[src/rtl/tpm_fifo_pkg.sv]
// Shared definitions for the TPM FIFO-interface block: register offsets,
// STS/ACCESS bit positions and the command FSM encoding.
package tpm_fifo_pkg;

    // Register offsets within a locality's 4 KiB window
    localparam logic [11:0] RegAccess = 12'h000;
    localparam logic [11:0] RegSts    = 12'h018;
    localparam logic [11:0] RegFifo   = 12'h024;
    localparam logic [11:0] RegDidVid = 12'hF00;

    localparam int unsigned NumLoc = 5;

    // TPM_STS byte 0 bit positions
    localparam int unsigned StsValid     = 7;
    localparam int unsigned StsCmdReady  = 6;
    localparam int unsigned StsGo        = 5;
    localparam int unsigned StsDataAvail = 4;
    localparam int unsigned StsExpect    = 3;

    // TPM_ACCESS bit positions
    localparam int unsigned AccValid   = 7;
    localparam int unsigned AccActive  = 5;
    localparam int unsigned AccPending = 2;
    localparam int unsigned AccReqUse  = 1;

    typedef enum logic [1:0] {
        StIdle,
        StReception,
        StExecution,
        StCompletion
    } tpm_state_e;

endpackage

[src/rtl/tpm_fifo_if_locality_arb.sv]
// TPM_ACCESS register: active locality, pending requests and grant logic.
module tpm_locality_arb
    import tpm_fifo_pkg::*;
(
    input  logic       clk_i,
    input  logic       rst_i,
    input  logic       acc_wr_i,
    input  logic [2:0] wr_loc_i,
    input  logic       req_use_i,
    input  logic       relinquish_i,
    input  logic [2:0] rd_loc_i,
    output logic       active_valid_o,
    output logic [2:0] active_loc_o,
    output logic       release_o,
    output logic [7:0] rdata_o
);

    logic              active_valid_q, active_valid_d;
    logic [2:0]        active_loc_q, active_loc_d;
    logic [NumLoc-1:0] pending_q, pending_d;
    logic              own_active;
    logic [2:0]        low_idx;

    assign own_active = active_valid_q && (active_loc_q == wr_loc_i);

    // Lowest-numbered pending locality wins the next grant
    always_comb begin
        low_idx = '0;
        for (int i = NumLoc - 1; i >= 0; i--) begin
            if (pending_q[i]) low_idx = 3'(i);
        end
    end

    // Request/release handling; a release in the same write is applied first
    always_comb begin
        active_valid_d = active_valid_q;
        active_loc_d   = active_loc_q;
        pending_d      = pending_q;
        release_o      = 1'b0;
        if (acc_wr_i) begin
            if (relinquish_i && own_active) begin
                release_o      = 1'b1;
                active_valid_d = 1'b0;
            end
            if (req_use_i) begin
                if (!active_valid_q && (pending_q == '0)) begin
                    active_valid_d = 1'b1;
                    active_loc_d   = wr_loc_i;
                end else if (!own_active || release_o) begin
                    pending_d[wr_loc_i] = 1'b1;
                end
            end
        end
        // Grant waits one cycle after a release so the release settles first
        if (!active_valid_q && (pending_q != '0)) begin
            active_valid_d     = 1'b1;
            active_loc_d       = low_idx;
            pending_d[low_idx] = 1'b0;
        end
    end

    // Arbitration state
    always_ff @(posedge clk_i or posedge rst_i) begin
        if (rst_i) begin
            active_valid_q <= 1'b0;
            active_loc_q   <= '0;
            pending_q      <= '0;
        end else begin
            active_valid_q <= active_valid_d;
            active_loc_q   <= active_loc_d;
            pending_q      <= pending_d;
        end
    end

    // ACCESS read value as seen by the reading locality
    always_comb begin
        rdata_o             = '0;
        rdata_o[AccValid]   = 1'b1;
        rdata_o[AccActive]  = active_valid_q && (active_loc_q == rd_loc_i);
        rdata_o[AccPending] = |pending_q;
    end

    assign active_valid_o = active_valid_q;
    assign active_loc_o   = active_loc_q;

endmodule

[src/rtl/tpm_fifo_if.sv]
// TPM FIFO-interface register block behind lpc_periph: decodes TPM cycles,
// moves command/response bytes through the buffer RAM and runs the
// exec/complete/abort handshake with firmware.
module tpm_fifo_if
    import tpm_fifo_pkg::*;
#(
    parameter int unsigned RAM_ADDR_WIDTH = 11,
    parameter logic [31:0] DID_VID        = 32'h0123_1234
) (
    input  logic                      clk_i,
    input  logic                      rst_i,
    input  logic [15:0]               lpc_addr_i,
    input  logic [7:0]                lpc_data_i,
    input  logic                      lpc_data_wr_i,
    output logic                      lpc_wr_done_o,
    input  logic                      lpc_data_req_i,
    output logic                      lpc_data_rd_o,
    output logic [7:0]                lpc_data_o,
    output logic                      exec_o,
    output logic                      abort_o,
    input  logic                      complete_i,
    output logic [3:0]                locality_o,
    output logic [RAM_ADDR_WIDTH-1:0] buf_len_o,
    input  logic [RAM_ADDR_WIDTH-1:0] resp_len_i,
    output logic [RAM_ADDR_WIDTH-1:0] ram_addr_o,
    output logic [7:0]                ram_data_o,
    output logic                      ram_wr_o,
    input  logic [7:0]                ram_data_i
);

    localparam int unsigned Aw = RAM_ADDR_WIDTH;
    localparam logic [Aw:0] BufSize = {1'b1, {Aw{1'b0}}};

    tpm_state_e    state_q, state_d;
    logic [Aw:0]   wptr_q, wptr_d;
    logic [31:0]   cmd_size_q, cmd_size_d;
    logic [Aw-1:0] rptr_q, rptr_d, rlen_q, rlen_d, buf_len_q, buf_len_d;
    logic [3:0]    loc_q, loc_d;
    logic          exec_q, exec_d, abort_q, abort_d;

    logic       wr_seen_q, wr_done_q, req_q, rd_slot_q, rd_q;
    logic [7:0] data_q;
    logic       cpl_s1_q, cpl_s2_q, cpl_s3_q;

    logic [3:0]  loc;
    logic [11:0] off;
    logic        loc_ok, loc_owner, hit_access, hit_sts, hit_fifo, hit_did;
    logic        wr_acc, rd_start, sts_wr, fifo_wr, fifo_rd, ram_wr, cpl_edge;
    logic        act_valid, arb_release, expect_flag, data_avail;
    logic [2:0]  act_loc;
    logic [7:0]  acc_rdata, sts_byte, rd_val;
    logic [15:0] burst;

    assign loc        = lpc_addr_i[15:12];
    assign off        = lpc_addr_i[11:0];
    assign loc_ok     = loc < 4'd5;
    // With no locality active, STS/FIFO are open to any valid locality
    assign loc_owner  = loc_ok && (!act_valid || (act_loc == loc[2:0]));
    assign hit_access = loc_ok && (off == RegAccess);
    assign hit_sts    = loc_ok && (off[11:2] == RegSts[11:2]);
    assign hit_fifo   = loc_ok && (off == RegFifo);
    assign hit_did    = loc_ok && (off[11:2] == RegDidVid[11:2]);

    assign wr_acc   = lpc_data_wr_i && !wr_seen_q;
    assign rd_start = lpc_data_req_i && !req_q;
    assign sts_wr   = wr_acc && hit_sts && loc_owner && (off[1:0] == 2'd0);
    assign fifo_wr  = wr_acc && hit_fifo && loc_owner && (state_q == StReception);
    assign fifo_rd  = rd_slot_q && hit_fifo && loc_owner && (state_q == StCompletion);
    assign ram_wr   = fifo_wr && (wptr_q != BufSize);
    assign cpl_edge = cpl_s2_q && !cpl_s3_q;

    tpm_locality_arb u_arb (
        .clk_i          (clk_i),
        .rst_i          (rst_i),
        .acc_wr_i       (wr_acc && hit_access),
        .wr_loc_i       (loc[2:0]),
        .req_use_i      (lpc_data_i[AccReqUse]),
        .relinquish_i   (lpc_data_i[AccActive]),
        .rd_loc_i       (loc[2:0]),
        .active_valid_o (act_valid),
        .active_loc_o   (act_loc),
        .release_o      (arb_release),
        .rdata_o        (acc_rdata)
    );

    assign expect_flag = (state_q == StReception) &&
                         !((wptr_q >= (Aw+1)'(6)) && (32'(wptr_q) == cmd_size_q));
    assign data_avail  = (state_q == StCompletion) && (rptr_q < rlen_q);

    // STS status byte and burstCount
    always_comb begin
        sts_byte               = '0;
        sts_byte[StsValid]     = 1'b1;
        sts_byte[StsCmdReady]  = (state_q == StIdle);
        sts_byte[StsDataAvail] = data_avail;
        sts_byte[StsExpect]    = expect_flag;
        burst = '0;
        if (state_q == StReception) begin
            burst = 16'(BufSize - wptr_q);
        end else if (data_avail) begin
            burst = 16'(rlen_q - rptr_q);
        end
    end

    // Register read mux; anything not claimed below reads 0xFF
    always_comb begin
        rd_val = 8'hFF;
        if (hit_access) begin
            rd_val = acc_rdata;
        end else if (hit_did) begin
            rd_val = DID_VID[{off[1:0], 3'b000} +: 8];
        end else if (hit_sts && loc_owner) begin
            case (off[1:0])
                2'd0:    rd_val = sts_byte;
                2'd1:    rd_val = burst[7:0];
                2'd2:    rd_val = burst[15:8];
                default: rd_val = 8'h00;
            endcase
        end else if (hit_fifo && loc_owner && data_avail) begin
            rd_val = ram_data_i;
        end
    end

    // Command FSM next-state and datapath updates
    always_comb begin
        state_d    = state_q;
        wptr_d     = wptr_q;
        cmd_size_d = cmd_size_q;
        rptr_d     = rptr_q;
        rlen_d     = rlen_q;
        buf_len_d  = buf_len_q;
        loc_d      = loc_q;
        exec_d     = exec_q;
        abort_d    = abort_q;
        unique case (state_q)
            StIdle: begin
                if (sts_wr && lpc_data_i[StsCmdReady]) begin
                    state_d    = StReception;
                    wptr_d     = '0;
                    cmd_size_d = '0;
                end
            end
            StReception: begin
                if (ram_wr) begin
                    wptr_d = wptr_q + 1'b1;
                    // Header bytes 2..5 carry the big-endian commandSize
                    if ((wptr_q >= (Aw+1)'(2)) && (wptr_q <= (Aw+1)'(5))) begin
                        cmd_size_d = {cmd_size_q[23:0], lpc_data_i};
                    end
                end
                if (sts_wr) begin
                    if (lpc_data_i[StsCmdReady]) begin
                        state_d = StIdle;
                    end else if (lpc_data_i[StsGo] && !expect_flag) begin
                        state_d   = StExecution;
                        exec_d    = 1'b1;
                        buf_len_d = wptr_q[Aw-1:0];
                        loc_d     = loc;
                    end
                end
                if (arb_release) state_d = StIdle;
            end
            StExecution: begin
                if (sts_wr && lpc_data_i[StsCmdReady]) abort_d = 1'b1;
                if (cpl_edge) begin
                    exec_d  = 1'b0;
                    abort_d = 1'b0;
                    rlen_d  = resp_len_i;
                    rptr_d  = '0;
                    state_d = abort_q ? StIdle : StCompletion;
                end
            end
            StCompletion: begin
                if (fifo_rd && data_avail) rptr_d = rptr_q + 1'b1;
                if (sts_wr && lpc_data_i[StsCmdReady]) state_d = StIdle;
                if (arb_release) state_d = StIdle;
            end
            default: state_d = StIdle;
        endcase
    end

    // FSM and datapath registers
    always_ff @(posedge clk_i or posedge rst_i) begin
        if (rst_i) begin
            state_q    <= StIdle;
            wptr_q     <= '0;
            cmd_size_q <= '0;
            rptr_q     <= '0;
            rlen_q     <= '0;
            buf_len_q  <= '0;
            loc_q      <= '0;
            exec_q     <= 1'b0;
            abort_q    <= 1'b0;
        end else begin
            state_q    <= state_d;
            wptr_q     <= wptr_d;
            cmd_size_q <= cmd_size_d;
            rptr_q     <= rptr_d;
            rlen_q     <= rlen_d;
            buf_len_q  <= buf_len_d;
            loc_q      <= loc_d;
            exec_q     <= exec_d;
            abort_q    <= abort_d;
        end
    end

    // LPC handshake: write ack next cycle, read data two cycles after request
    always_ff @(posedge clk_i or posedge rst_i) begin
        if (rst_i) begin
            wr_seen_q <= 1'b0;
            wr_done_q <= 1'b0;
            req_q     <= 1'b0;
            rd_slot_q <= 1'b0;
            rd_q      <= 1'b0;
            data_q    <= '0;
        end else begin
            wr_seen_q <= lpc_data_wr_i;
            wr_done_q <= wr_acc;
            req_q     <= lpc_data_req_i;
            rd_slot_q <= rd_start;
            rd_q      <= rd_slot_q;
            if (rd_slot_q) data_q <= rd_val;
        end
    end

    // complete_i crosses from the WB domain: 2-flop sync plus edge history
    always_ff @(posedge clk_i or posedge rst_i) begin
        if (rst_i) begin
            cpl_s1_q <= 1'b0;
            cpl_s2_q <= 1'b0;
            cpl_s3_q <= 1'b0;
        end else begin
            cpl_s1_q <= complete_i;
            cpl_s2_q <= cpl_s1_q;
            cpl_s3_q <= cpl_s2_q;
        end
    end

    assign lpc_wr_done_o = wr_done_q;
    assign lpc_data_rd_o = rd_q;
    assign lpc_data_o    = data_q;
    assign exec_o        = exec_q;
    assign abort_o       = abort_q;
    assign locality_o    = loc_q;
    assign buf_len_o     = buf_len_q;
    assign ram_wr_o      = ram_wr;
    assign ram_data_o    = ram_wr ? lpc_data_i : 8'h00;
    assign ram_addr_o    = fifo_wr ? wptr_q[Aw-1:0] : rptr_q;

endmodule

[config.mk]
export PLATFORM = sky130hd
export DESIGN_NAME = tpm_fifo_if
export DESIGN_NICKNAME = d
export VERILOG_FILES = /design/src/rtl/tpm_fifo_pkg.sv /design/src/rtl/tpm_fifo_if_locality_arb.sv /design/src/rtl/tpm_fifo_if.sv
export SDC_FILE = /design/constraint.sdc
export NUM_CORES = 1
export LEC_CHECK = 0
export ABC_AREA = 1
export ABC_CLOCK_PERIOD_IN_PS = 6000
export BUFFER_PORTS_ARGS = -buffer_cell sky130_fd_sc_hd__buf_4
export CAP_MARGIN = 20
export CORE_UTILIZATION = 35
export DETAILED_ROUTE_END_ITERATION = 8
export PLACE_DENSITY_LB_ADDON = 0.3
export SLEW_MARGIN = 10
export SYNTH_ARGS = -nofsm -noshare
export SYNTH_HDL_FRONTEND = slang
export SYNTH_SLANG_ARGS = --single-unit
[constraint.sdc]
create_clock -name clk_i -period 6 [get_ports clk_i]
set_input_delay 0.6 -clock clk_i [delete_from_list [all_inputs] [get_ports clk_i]]
set_output_delay 0.6 -clock clk_i [all_outputs]
set_load 0.03 [all_outputs]
After elaboration in Yosys (flattened, before gate mapping)
Cells that the tools add are included.
Word-level totals
  register bits: 110
  input bits: 48
  output and inout bits: 47
  logic and storage cells: 189
Operators by class
  add/sub/neg operators: 4
  order comparisons: 9
  equal/unequal tests: 22
  shift operators: 1
  mux-type cells: 62
  bitwise operators: 4
  reductions and logical operators: 66
Operator list (number)
  2-to-1 mux 32 bit: 3
  one-hot mux 32 bit (2 select lines): 1
  2-to-1 mux 8 bit: 5
  logical AND 1 bit: 35
  2-to-1 mux 11 bit: 3
  == test 12 x 32 -> 1 bit: 1
  2-to-1 mux 16 bit: 2
  variable part select 32 x 6 -> 8 bit (first input constant): 1
  2-to-1 mux 3 bit: 9
  2-to-1 mux 5 bit: 5
  2-to-1 mux 12 bit: 2
  one-hot mux 12 bit (2 select lines): 1
  one-hot mux 8 bit (3 select lines): 1
  one-hot mux 11 bit (2 select lines): 1
  2-to-1 mux 2 bit: 9
  2-to-1 mux 1 bit: 16
  nonzero test 2 bit: 7
  subtractor 12 x 12 -> 13 bit (first input constant): 1
  adder 12 x 1 -> 12 bit (second input constant): 1
  == test 12 x 6 -> 1 bit (second input constant): 1
  greater-or-equal comparator 12 x 2 -> 1 bit (second input constant): 1
  greater-or-equal comparator 12 x 3 -> 1 bit (second input constant): 1
  less-or-equal comparator 12 x 3 -> 1 bit (second input constant): 1
  zero test 12 bit: 1
  other kinds (34): 59

Depth between registers and ports, before layout
Gate-level depths: netlist of the first run.
  depth after elaboration: 12
  mapped depth: 21
  depth with buffers taken out: 20

Modules after synthesis
Synthesis of the first run repeated with hierarchy kept, for this count alone.
Second synthesis, totals
  cells, all modules: 1064
  area total of the unflattened synthesis: 7582.3 sq um
Modules (own cells, without submodules)
  tpm_fifo_if: times used 1, cells each 953, area each 6832.8 sq um, seq. area each 2527.4 sq um
  tpm_locality_arb: times used 1, cells each 111, area each 749.5 sq um, seq. area each 225.2 sq um

Worst setup path before layout of the first run
No wires, ideal clock.
  path type: input-to-output
  start: input lpc_addr_i[1]
  end: output ram_addr_o[10]
  arrival time: 2332 ps
  setup slack: 3068 ps
  stages: 7
  cells stage by stage: inv_1 -> ha_1 -> nand3_1 -> nor3_4 -> nand4_4 -> clkbuf_1 -> o21ai_0
Between the ends
  longest elaborated chain between the ends: 6
RTL lines
  start: declaration: RTL line tpm_fifo_if.sv:12  | input logic [15:0] lpc_addr_i,
  == test 12 x 6 -> 1 bit: RTL line tpm_fifo_if.sv:61  | assign hit_fifo = loc_ok && (off == RegFifo);
  logical AND 1 bit: RTL line tpm_fifo_if.sv:61
  logical AND 1 bit (3 in a row): RTL line tpm_fifo_if.sv:67  | assign fifo_wr = wr_acc && hit_fifo && loc_owner && (state_q == StReception);
  2-to-1 mux 11 bit: RTL line tpm_fifo_if.sv:248  | assign ram_addr_o = fifo_wr ? wptr_q[Aw-1:0] : rptr_q;
  end: declaration: RTL line tpm_fifo_if.sv:25  | output logic [RAM_ADDR_WIDTH-1:0] ram_addr_o,
No other way between the ends.

Worst setup path after layout of the first run
  start: register wptr_q[0]
  end: output ram_data_o[2]
Between the ends
  longest elaborated chain between the ends: 3
RTL lines
  start: declaration: RTL line tpm_fifo_if.sv:35  | logic [Aw:0] wptr_q, wptr_d;
  start signal: assignment: RTL line tpm_fifo_if.sv:196  | wptr_q <= wptr_d;
  inequality test 12 bit: RTL line tpm_fifo_if.sv:69  | assign ram_wr = fifo_wr && (wptr_q != BufSize);
  logical AND 1 bit: RTL line tpm_fifo_if.sv:69
  2-to-1 mux 8 bit: RTL line tpm_fifo_if.sv:247  | assign ram_data_o = ram_wr ? lpc_data_i : 8'h00;
  end: declaration: RTL line tpm_fifo_if.sv:26  | output logic [7:0] ram_data_o,
No other way between the ends.

==> results.cfg, run 1 <==
[synth]
synth_cell_types = 44
synth_flop_cell = dfrtp_1
synth_top_area_share = 0.393
synthTopCellsByArea = dfrtp_1 (39%), nand2_1 (18%), inv_1 (5.6%)
synth_nets = 1073
yosysWarnings = 0
synth-edff-count = 0
yosysTopAreaCell = dfrtp_1
synth_seq_area_share = 0.393
synthArstFlopShare = 1.00
synthCells = 1004
syn_area_per_cell_um2 = 6.97
synth_area_um2 = 7000
synth-seq-cells = 110

[sta]
whs_ns = 0.338
slew_headroom = 0.459
hold_viol = 0
finalSetupViolCount = 0
worst_pin_slew_ns = 0.804
layout_min_cycle_time_ns = 3.31
fin_skew_ns = 0.0129
fin_setup_tns_ns = 0
finalCritPeriodShare = 0.552
slew_violations = 0
rsz0062_at_grt = false
clock.fmax_ghz = 0.302

[layout]
drive_gt1_frac = 0.140
num_antenna_cells = 0
fin_nets = 1146
n_fill_cell = 2111
post-route-util = 0.419
synthToLayoutAreaGrowth_pct = 17.0

[setup_path]
required_ns = 5.40
arrival_ns = 2.71
crit_buf_inv = 2
cp-start-kind = flop
crit_fanout = 11
worst_path_max_delay_cell = dfrtp_1
critical_path.most_common_cell = nor2_1
cp-end-kind = output port
max_stage_delay_ns = 0.52
critPathKind = reg2out
critPathLaunch = wptr_q[0]
crit_chain = inv_1, ha_1, nand2_1, nor2_1, nand2_1, nor2_1, or2_1, nor2_1, buf_4
r2r-start = wptr_q[0]
crit_family = simple AND/OR/NAND/NOR gates

[power]
ir_worst_vdd_mv = 0.131
clock_power_share = 0.420
switchingPower_uw = 389
cellPowerDensity_nw_per_um2 = 180
pwr-share-seq = 0.512
p_int_uw = 1080
power.leakage_uw = 0.00396
swShare = 0.264
combPwrFrac = 0.068

[route]
drtAntennaViolNets = 0
drt_iter0_drc = 481
viasPerCell = 4.85
route.met3.wl_um = 1020
route.met2.wl_um = 9120
drc = 0
highest_layer = met4
wl_um = 19100
dr.pass1.iters = 5
num_vias = 6531
wl_per_cell_um = 14.2
met1_length_um = 8750

[clock_network]
cts_buffers = 9
cts.path.max_buffers = 2
post_cts_buffers = 0
cts-hold-fix-buffers = 0
cts_tree = done
clk_pin_slew_ns = 0.09
ctsResizeCount = 0
ctsRootBufferMaster = clkbuf_16
clock_latency_ns = 0.37
cts.sinks = 110
htree_levels = 3

[floorplanning]
core_area_um2 = 19500
die_h_um = 143
start_util = 0.359
die-area_um2 = 20600
die_w_um = 143
pin_count = 95
fp-row-count = 51

[hold_path]
hp-start = lpc_data_req_i
hold_class = in2reg

[global_routing]
track_usage = 0.195
antenna_found_initial = 0
grt_pass1_vias = 6027
grt_max_degree = 65
grt_remaining_overflow = 0
grt_first_pass_wirelength_um = 31100

[placement]
io_buffers = 94
place_congestion = 0.877
hpwl_um = 14000

[job]
max-cap-violations = 0

[status]
run_status = finished clean
[worst register-to-register path: stages, from the launching register on]
cell      delay, ns
dfrtp_1        0.52
inv_1          0.31
ha_1           0.27
nand2_1        0.11
nor2_1         0.18
nand2_1        0.11
nor2_1         0.13
or2_1          0.41
nand2_1        0.16
nand3b_4       0.54
nand2_1        0.13
o21ai_1        0.10
[cell type report]
type                       instances  area [um^2]  area share
inverter                         112          424      0.0518
clock inverter                     7         75.1     0.00917
timing repair buffer              96          721      0.0880
multi-input combinational        748         3660       0.447
tap                              265          332      0.0405
sequential                       110         2750       0.336
clock buffer                       9          225      0.0275
[placed cells by master (no fill, tap or decap), types with 8 or more instances in the layout]
| cell type | instances |
|---|---|
| buf_4 | 96 |
| xor2_1 | 15 |
| dfrtp_1 | 110 |
| nand2_1 | 328 |
| nor3_1 | 22 |
| o21ai_0 | 62 |
| clkbuf_16 | 9 |
| nor2_1 | 101 |
| or2_2 | 8 |
| inv_1 | 103 |
| nand4_1 | 12 |
| ha_1 | 20 |
| a31oi_1 | 10 |
| nand3_1 | 59 |
| o21ai_1 | 37 |
| a21oi_1 | 24 |
[synthesized netlist by cell type (all sizes together) (5+ instances only)]
cell / number
o21ai: 106
ha: 20
nor4: 6
dfrtp: 110
a31oi: 10
nand3: 61
nor3: 23
nand3b: 5
or2: 9
a21oi: 25
nand4: 13
xnor2: 7
clkbuf: 17
xor2: 15
nor2: 104
inv: 110
nand2: 334
buf: 17
[registers in the layout, summed over array words and instances (netlist names), 2 cells and up]
register	count
lpc_data_o	8
buf_len_o	11
cmd_size_q	32
wptr_q	12
u_arb.pending_q	5
state_q	2
rlen_q	11
rptr_q	11
u_arb.active_loc_o	3
locality_o	4
[worst paths after layout]
path                            cells after the start  slack, ns             to
worst max-delay path                                9       2.69  ram_data_o[2]
worst min-delay path                                1       0.34          req_q
worst max register to register                     11       2.95  cmd_size_q[6]
worst min register to register                      0       0.37       cpl_s2_q
max in group asynchronous                           3       4.48  lpc_data_o[4]
min in group asynchronous                           2       0.38     wptr_q[11]
[logic make-up after synthesis]
group                      synth area share
xor gates and xnor gates             0.0275
and+or+nand+nor                       0.341
DFF                                   0.393
adders and majority gates            0.0386
AOI/OAI and AO/OA                     0.115
buffers and inverters                0.0847
[power by group through the flow]
stage,Combinational (uW),Clock (uW),Sequential [uW]
after CTS,102,635,754
after floorplan,36.9,0,780
final,99.9,619,754
after global placement,101,0,769
after global routing,111,661,755
after detailed placement,101,0,769
[routing by layer]
layer / up-vias / GRT usage
met3: 13 / 0.0317
met1: 3003 / 0.266
li1: 3347 / -
met4: 0 / 0.0482
met2: 168 / 0.320
met5: - / 0
[metrics by stage]
step | cells | power (uW) | setup WS [ns] | cell area [um^2]
final | 1347 | 1470 | 2.69 | 8190
after floorplan | 1004 | 817 | 2.50 | 7000
after CTS | 1347 | 1490 | 2.66 | 8190
after detailed placement | 1331 | 870 | 2.53 | 7890
after global routing | 1347 | 1530 | 2.47 | 8190
after global placement | 1331 | 870 | 2.65 | 7890
No activity file was read; power rests on OpenSTA's default activity.
==> run 2: changes to the inputs <==
ABC_CLOCK_PERIOD_IN_PS = 3450   (was 6000)
clock period = 3.45 ns   (was 6 ns; I/O delays follow)
==> run 2 against run 1 <==
  * Via count rose by 0.69%
  * Combinational power grew 76%
  * Wire length up 0.33%
  * Cell area increased by 1.4%
  * Hold slack got worse by 0.26 ns
  * Worst setup slack worse by 2.2 ns
  * Sequential share of layout area fell by 0.45 points
  * Critical endpoint is now cmd_size_q[30]
  * Largest cell class unchanged
==> results.cfg, run 2 (synthesis results as in run 1) <==
[status]
run_status = finished clean

[job]
max-cap-violations = 0

[floorplanning]
pin_count = 95
die-area_um2 = 20600
core_area_um2 = 19500
start_util = 0.359
die_h_um = 143
die_w_um = 143
fp-row-count = 51

[clock_network]
cts.sinks = 110
cts.path.max_buffers = 2
ctsRootBufferMaster = clkbuf_16
cts-hold-fix-buffers = 0
htree_levels = 3
clk_pin_slew_ns = 0.07
ctsResizeCount = 0
post_cts_buffers = 0
cts_buffers = 9
clock_latency_ns = 0.37
cts_tree = done

[layout]
largest_register_ffs = 32
post-route-util = 0.425
regMostFlops = cmd_size_q
final_common_cell = nand2_1
reg.largest.list = cmd_size_q: 32 flops, wptr_q: 12 flops
n_fill_cell = 2149
fin_nets = 1154
multi_input_area_um2 = 3660
mostFrequentLayoutCells = nand2_1 (328), dfrtp_1 (110), inv_1 (103), buf_4 (103), nor2_1 (101)
synthToLayoutAreaGrowth_pct = 18.6
num_antenna_cells = 0
drive_gt1_frac = 0.144
area.sequential_um2 = 2750

[sta]
layout_min_cycle_time_ns = 2.92
hold_viol = 0
slew_violations = 0
finalSetupViolCount = 0
worst_pin_slew_ns = 0.671
rsz0062_at_grt = false
fin_setup_tns_ns = 0
fin_skew_ns = 0.0106
finalCritPeriodShare = 0.845
clock.fmax_ghz = 0.343
slew_headroom = 0.553

[power]
cellPowerDensity_nw_per_um2 = 325
clock_power_share = 0.449
ir_worst_vdd_mv = 0.241
switchingPower_uw = 612
total_power_uw = 2700
pwr-share-seq = 0.486
combPwrFrac = 0.065
power.leakage_uw = 0.00402
p_int_uw = 2090
swShare = 0.227

[route]
num_vias = 6576
wl_per_cell_um = 14.1
drc = 0
drt_iter0_drc = 439
dr.pass1.iters = 5
viasPerCell = 4.85
drtAntennaViolNets = 0
wl_um = 19100

[global_routing]
antenna_found_initial = 0
grt_remaining_overflow = 0
grt_pass1_vias = 6269
grt_first_pass_wirelength_um = 31300
track_usage = 0.197
grt_max_degree = 65

[setup_path]
cp-end-kind = flop
cp-start-kind = flop
arrival_ns = 3.20
crit_fanout = 64
critPathKind = reg2reg
required_ns = 3.74

[placement]
place_congestion = 0.884
hpwl_um = 14300
io_buffers = 94

[hold_path]
hold_class = in2async
==> run 2: power by group through the flow <==
stage | logic [uW] | clock network [uW] | registers, uW
final | 176 | 1210 | 1310
after global routing | 196 | 1280 | 1310
after CTS | 180 | 1230 | 1310
after detailed placement | 180 | 0 | 1340
after global placement | 179 | 0 | 1340
after floorplan | 64.2 | 0 | 1360
==> run 2: final timing paths <==
kind / from / to / slack, ns / cells after the start
worst max register to register: wptr_q[1] / cmd_size_q[30] / 0.53 / 12
worst min register to register: cpl_s1_q / cpl_s2_q / 0.35 / 0
worst max-delay path: wptr_q[1] / cmd_size_q[30] / 0.53 / 12
max in group asynchronous: rst_i / u_arb.pending_q[4] / 2.67 / 3
min in group clk_i: complete_i / cpl_s1_q / 0.09 / 1
worst min-delay path: rst_i / buf_len_o[3] / 0.07 / 2
==> run 2: final cells by class <==
class	instances	area share
flip-flops and latches	110	0.332
clock buffers	11	0.0280
inverters	112	0.0511
well taps	265	0.0399
multi-input cells	748	0.441
repair buffers	104	0.0956
clock inverters	5	0.0128
==> run 2: worst max-delay path, cell delays in order, from the launching register on <==
cell      delay, ns
dfrtp_1        0.45
inv_1          0.23
ha_1           0.25
nand2_1        0.10
nor2_1         0.17
nand2_1        0.11
nor2_1         0.09
or2_1          0.43
nand2_1        0.17
nand3b_4       0.11
buf_4          0.49
nand2_1        0.12
o21ai_1        0.10
==> run 2: layer usage <==
metal,track usage,vias to the layer above,wire length [um]
met5,0,-,0
li1,-,3379,-
met2,0.325,157,9010
met3,0.0333,32,881
met1,0.257,3008,8860
met4,0.0700,0,380
==> run 2: stage by stage <==
stage          area, um^2  setup slack (ns)  hold WS, ns  instances
3_5_place_dp         7960             0.438        0.338       1339
4_1_cts              8300             0.560       0.0789       1355
3_3_place_gp         7960             0.530        0.335       1339
5_1_grt              8300             0.168       0.0713       1355
2_1_floorplan        7000             0.203        0.331       1004
6_report             8300             0.534       0.0738       1355
==> run 3: changes to the inputs <==
ABC_AREA = 0   (was 1)
ABC_CLOCK_PERIOD_IN_PS = 2600   (was 3450)
clock period = 2.6 ns   (was 3.45 ns; I/O delays follow)
==> run 3 against run 2 <==
  * Die area is 4.9% lower
  * Sequential cell count stayed put
  * Combinational power is 130% higher
  * Synthesized area is 5.0% lower
  * Clock-buffer cell count is 2 lower
  * Critical path depth is 5 lower
  * Wire length is 3.1% lower
  * Global-route usage is 0.27 points lower
==> results.cfg, run 3 <==
[layout]
largest_register_ffs = 32
reg.largest.list = cmd_size_q: 32 flops, wptr_q: 12 flops
final_common_cell = nand2_1
num_antenna_cells = 0
drive_gt1_frac = 0.268
synthToLayoutAreaGrowth_pct = 28.7
regMostFlops = cmd_size_q
mostFrequentLayoutCells = nand2_1 (143), buf_4 (136), dfrtp_1 (110), o21ai_0 (44), nor2_1 (40)
fin_nets = 947
fin_area_um2 = 8560

[setup_path]
crit_end = ram_addr_o[0]
cp-end-kind = output port
cp-start-kind = flop
reg2reg_slack_ns = 0.09
crit_fanout = 7
r2r-start = rptr_q[9]
arrival_ns = 2.28
critPathKind = reg2out
worst_r2r_path_depth = 9
r2r_end = rptr_q[7]
critPathLaunch = u_arb.active_loc_o[1]
required_ns = 2.34

[route]
dr.pass1.iters = 5
drc = 0
viasPerCell = 5.26
drt_iter0_drc = 459
wl_um = 18600
num_vias = 5880
wl_per_cell_um = 16.6
drtAntennaViolNets = 0

[sta]
clock.fmax_ghz = 0.394
finalSetupViolCount = 0
finalCritPeriodShare = 0.976
final.setup.worst_slack_ns = 0.0630
worst_pin_slew_ns = 0.587
rsz0062_at_grt = true
hold_viol = 0
layout_min_cycle_time_ns = 2.54
whs_ns = 0.0577
slew_violations = 0
slew_headroom = 0.609
fin_setup_tns_ns = 0
fin_skew_ns = 0.0189

[synth]
synthTopCellsByArea = dfrtp_1 (41%), nand2_1 (8.1%), ha_1 (3.8%)
syn_area_per_cell_um2 = 8.81
yosysMostFrequentCell = nand2_1
synth_top_area_share = 0.414
synth_common_cells = nand2_1 (144), dfrtp_1 (110), o21ai_0 (48)
yosysTopAreaCell = dfrtp_1
synth-edff-count = 0
synthCells = 755
synth_flop_cell = dfrtp_1
synth_area_um2 = 6650
synth_seq_area_share = 0.414
synthArstFlopShare = 1.00
yosysWarnings = 0
synth-seq-cells = 110
synth_cell_types = 74
synth_nets = 824

[clock_network]
clock_latency_ns = 0.38
cts.sinks = 110
cts.path.max_buffers = 2
clk_pin_slew_ns = 0.08
htree_levels = 3
cts_buffers = 9
cts_tree = done
ctsRootBufferMaster = clkbuf_16

[placement]
pre_cts_slack_ns = -0.0170
placed_area_um2 = 7860
place_congestion = 0.846
hpwl_um = 13600
io_buffers = 94

[power]
cellPowerDensity_nw_per_um2 = 417
total_power_uw = 3570
ir_worst_vdd_mv = 0.283
power.leakage_uw = 0.00381

[global_routing]
grt_pass1_vias = 5557
antenna_found_initial = 0
grt_max_degree = 111
grt_first_pass_wirelength_um = 29700
grt_remaining_overflow = 0
track_usage = 0.194

[floorplanning]
pin_count = 95
die_h_um = 140
core_area_um2 = 18600
die-area_um2 = 19600
die_w_um = 140
fp-row-count = 50
start_util = 0.357

[status]
run_status = finished clean

[hold_path]
hold_class = in2async

[job]
max-cap-violations = 0
## run 3: changes by cell type in the layout (fill, tap and decap cells not counted), sizes merged, moves of 11 or more
cell | previous run | this run
nor4 | 6 | 18
mux2 | 0 | 15
nor2b | 0 | 11
nor2 | 104 | 42
and3 | 2 | 16
inv | 111 | 28
buf | 104 | 152
o21ai | 106 | 73
nand3 | 61 | 21
nand2 | 334 | 146
## run 3: routing by layer
metal  GRT usage  up-vias  share of wire
met5           0        -              0
met4      0.0636        0          0.017
met3      0.0323       20          0.033
met2       0.303      117           0.47
met1       0.272     2815           0.48
li1            -     2928              -
## run 3: area by class of cell
type,count,area (um^2)
inverters,27,108
multi-input cells,574,3780
clock buffers,9,225
flip-flops and latches,110,2750
clock inverters,7,88.8
well taps,234,293
fillers,1827,10100
repair buffers,156,1310
## run 3: worst min path at each step
| stage | end | depth (start not counted) |
|---|---|---|
| 3_5_place_dp | cpl_s2_q | 0 |
| 2_1_floorplan | cpl_s1_q | 0 |
| 3_3_place_gp | cpl_s2_q | 0 |
| 5_1_grt | rlen_q[7] | 3 |
| 4_1_cts | rlen_q[5] | 3 |
| 6_report | locality_o[0] | 3 |
## run 3: kinds of logic (layout without fill, tap and decap cells)
family,count (synthesis),count (layout),synth area share
muxes,19,19,0.0314
buffers and inverters,71,199,0.0483
xor gates and xnor gates,40,40,0.0538
AOI/OAI and AO/OA,177,177,0.173
DFF,110,110,0.414
and+or+nand+nor,317,317,0.239
adders and majority gates,21,21,0.0406
## run 3: through the flow
| stage | instances | utilization |
|---|---|---|
| 6_report | 1117 | 0.459 |
| 5_1_grt | 1117 | 0.459 |
| 4_1_cts | 1110 | 0.445 |
| 3_5_place_dp | 1087 | 0.422 |
| 3_3_place_gp | 1087 | 0.422 |
| 2_1_floorplan | 755 | - |
## run 3: timing repair
item,CTS,global route
setup buffers,3,6
setup endpoints to repair,24,37
hold buffers,3,0
pin swaps,5,13
hold endpoints to repair,3,0
resized for setup,9,48
gates cloned,1,1
## run 3: power by group
group | switching [uW] | internal (uW) | leakage (uW) | total, uW
registers | 13.9 | 1730 | 0.00138 | 1750
logic | 253 | 145 | 0.00227 | 398
clock network | 729 | 692 | 0.000152 | 1420
total | 996 | 2570 | 0.00381 | 3570
## run 3: critical path, cell delays in order (launching register included)
cell     delay, ns
dfrtp_1       0.41
xor2_2        0.19
o31a_4        0.37
nor4_4        0.15
buf_6         0.19
buf_12        0.13
mux2_4        0.31
buf_6         0.14
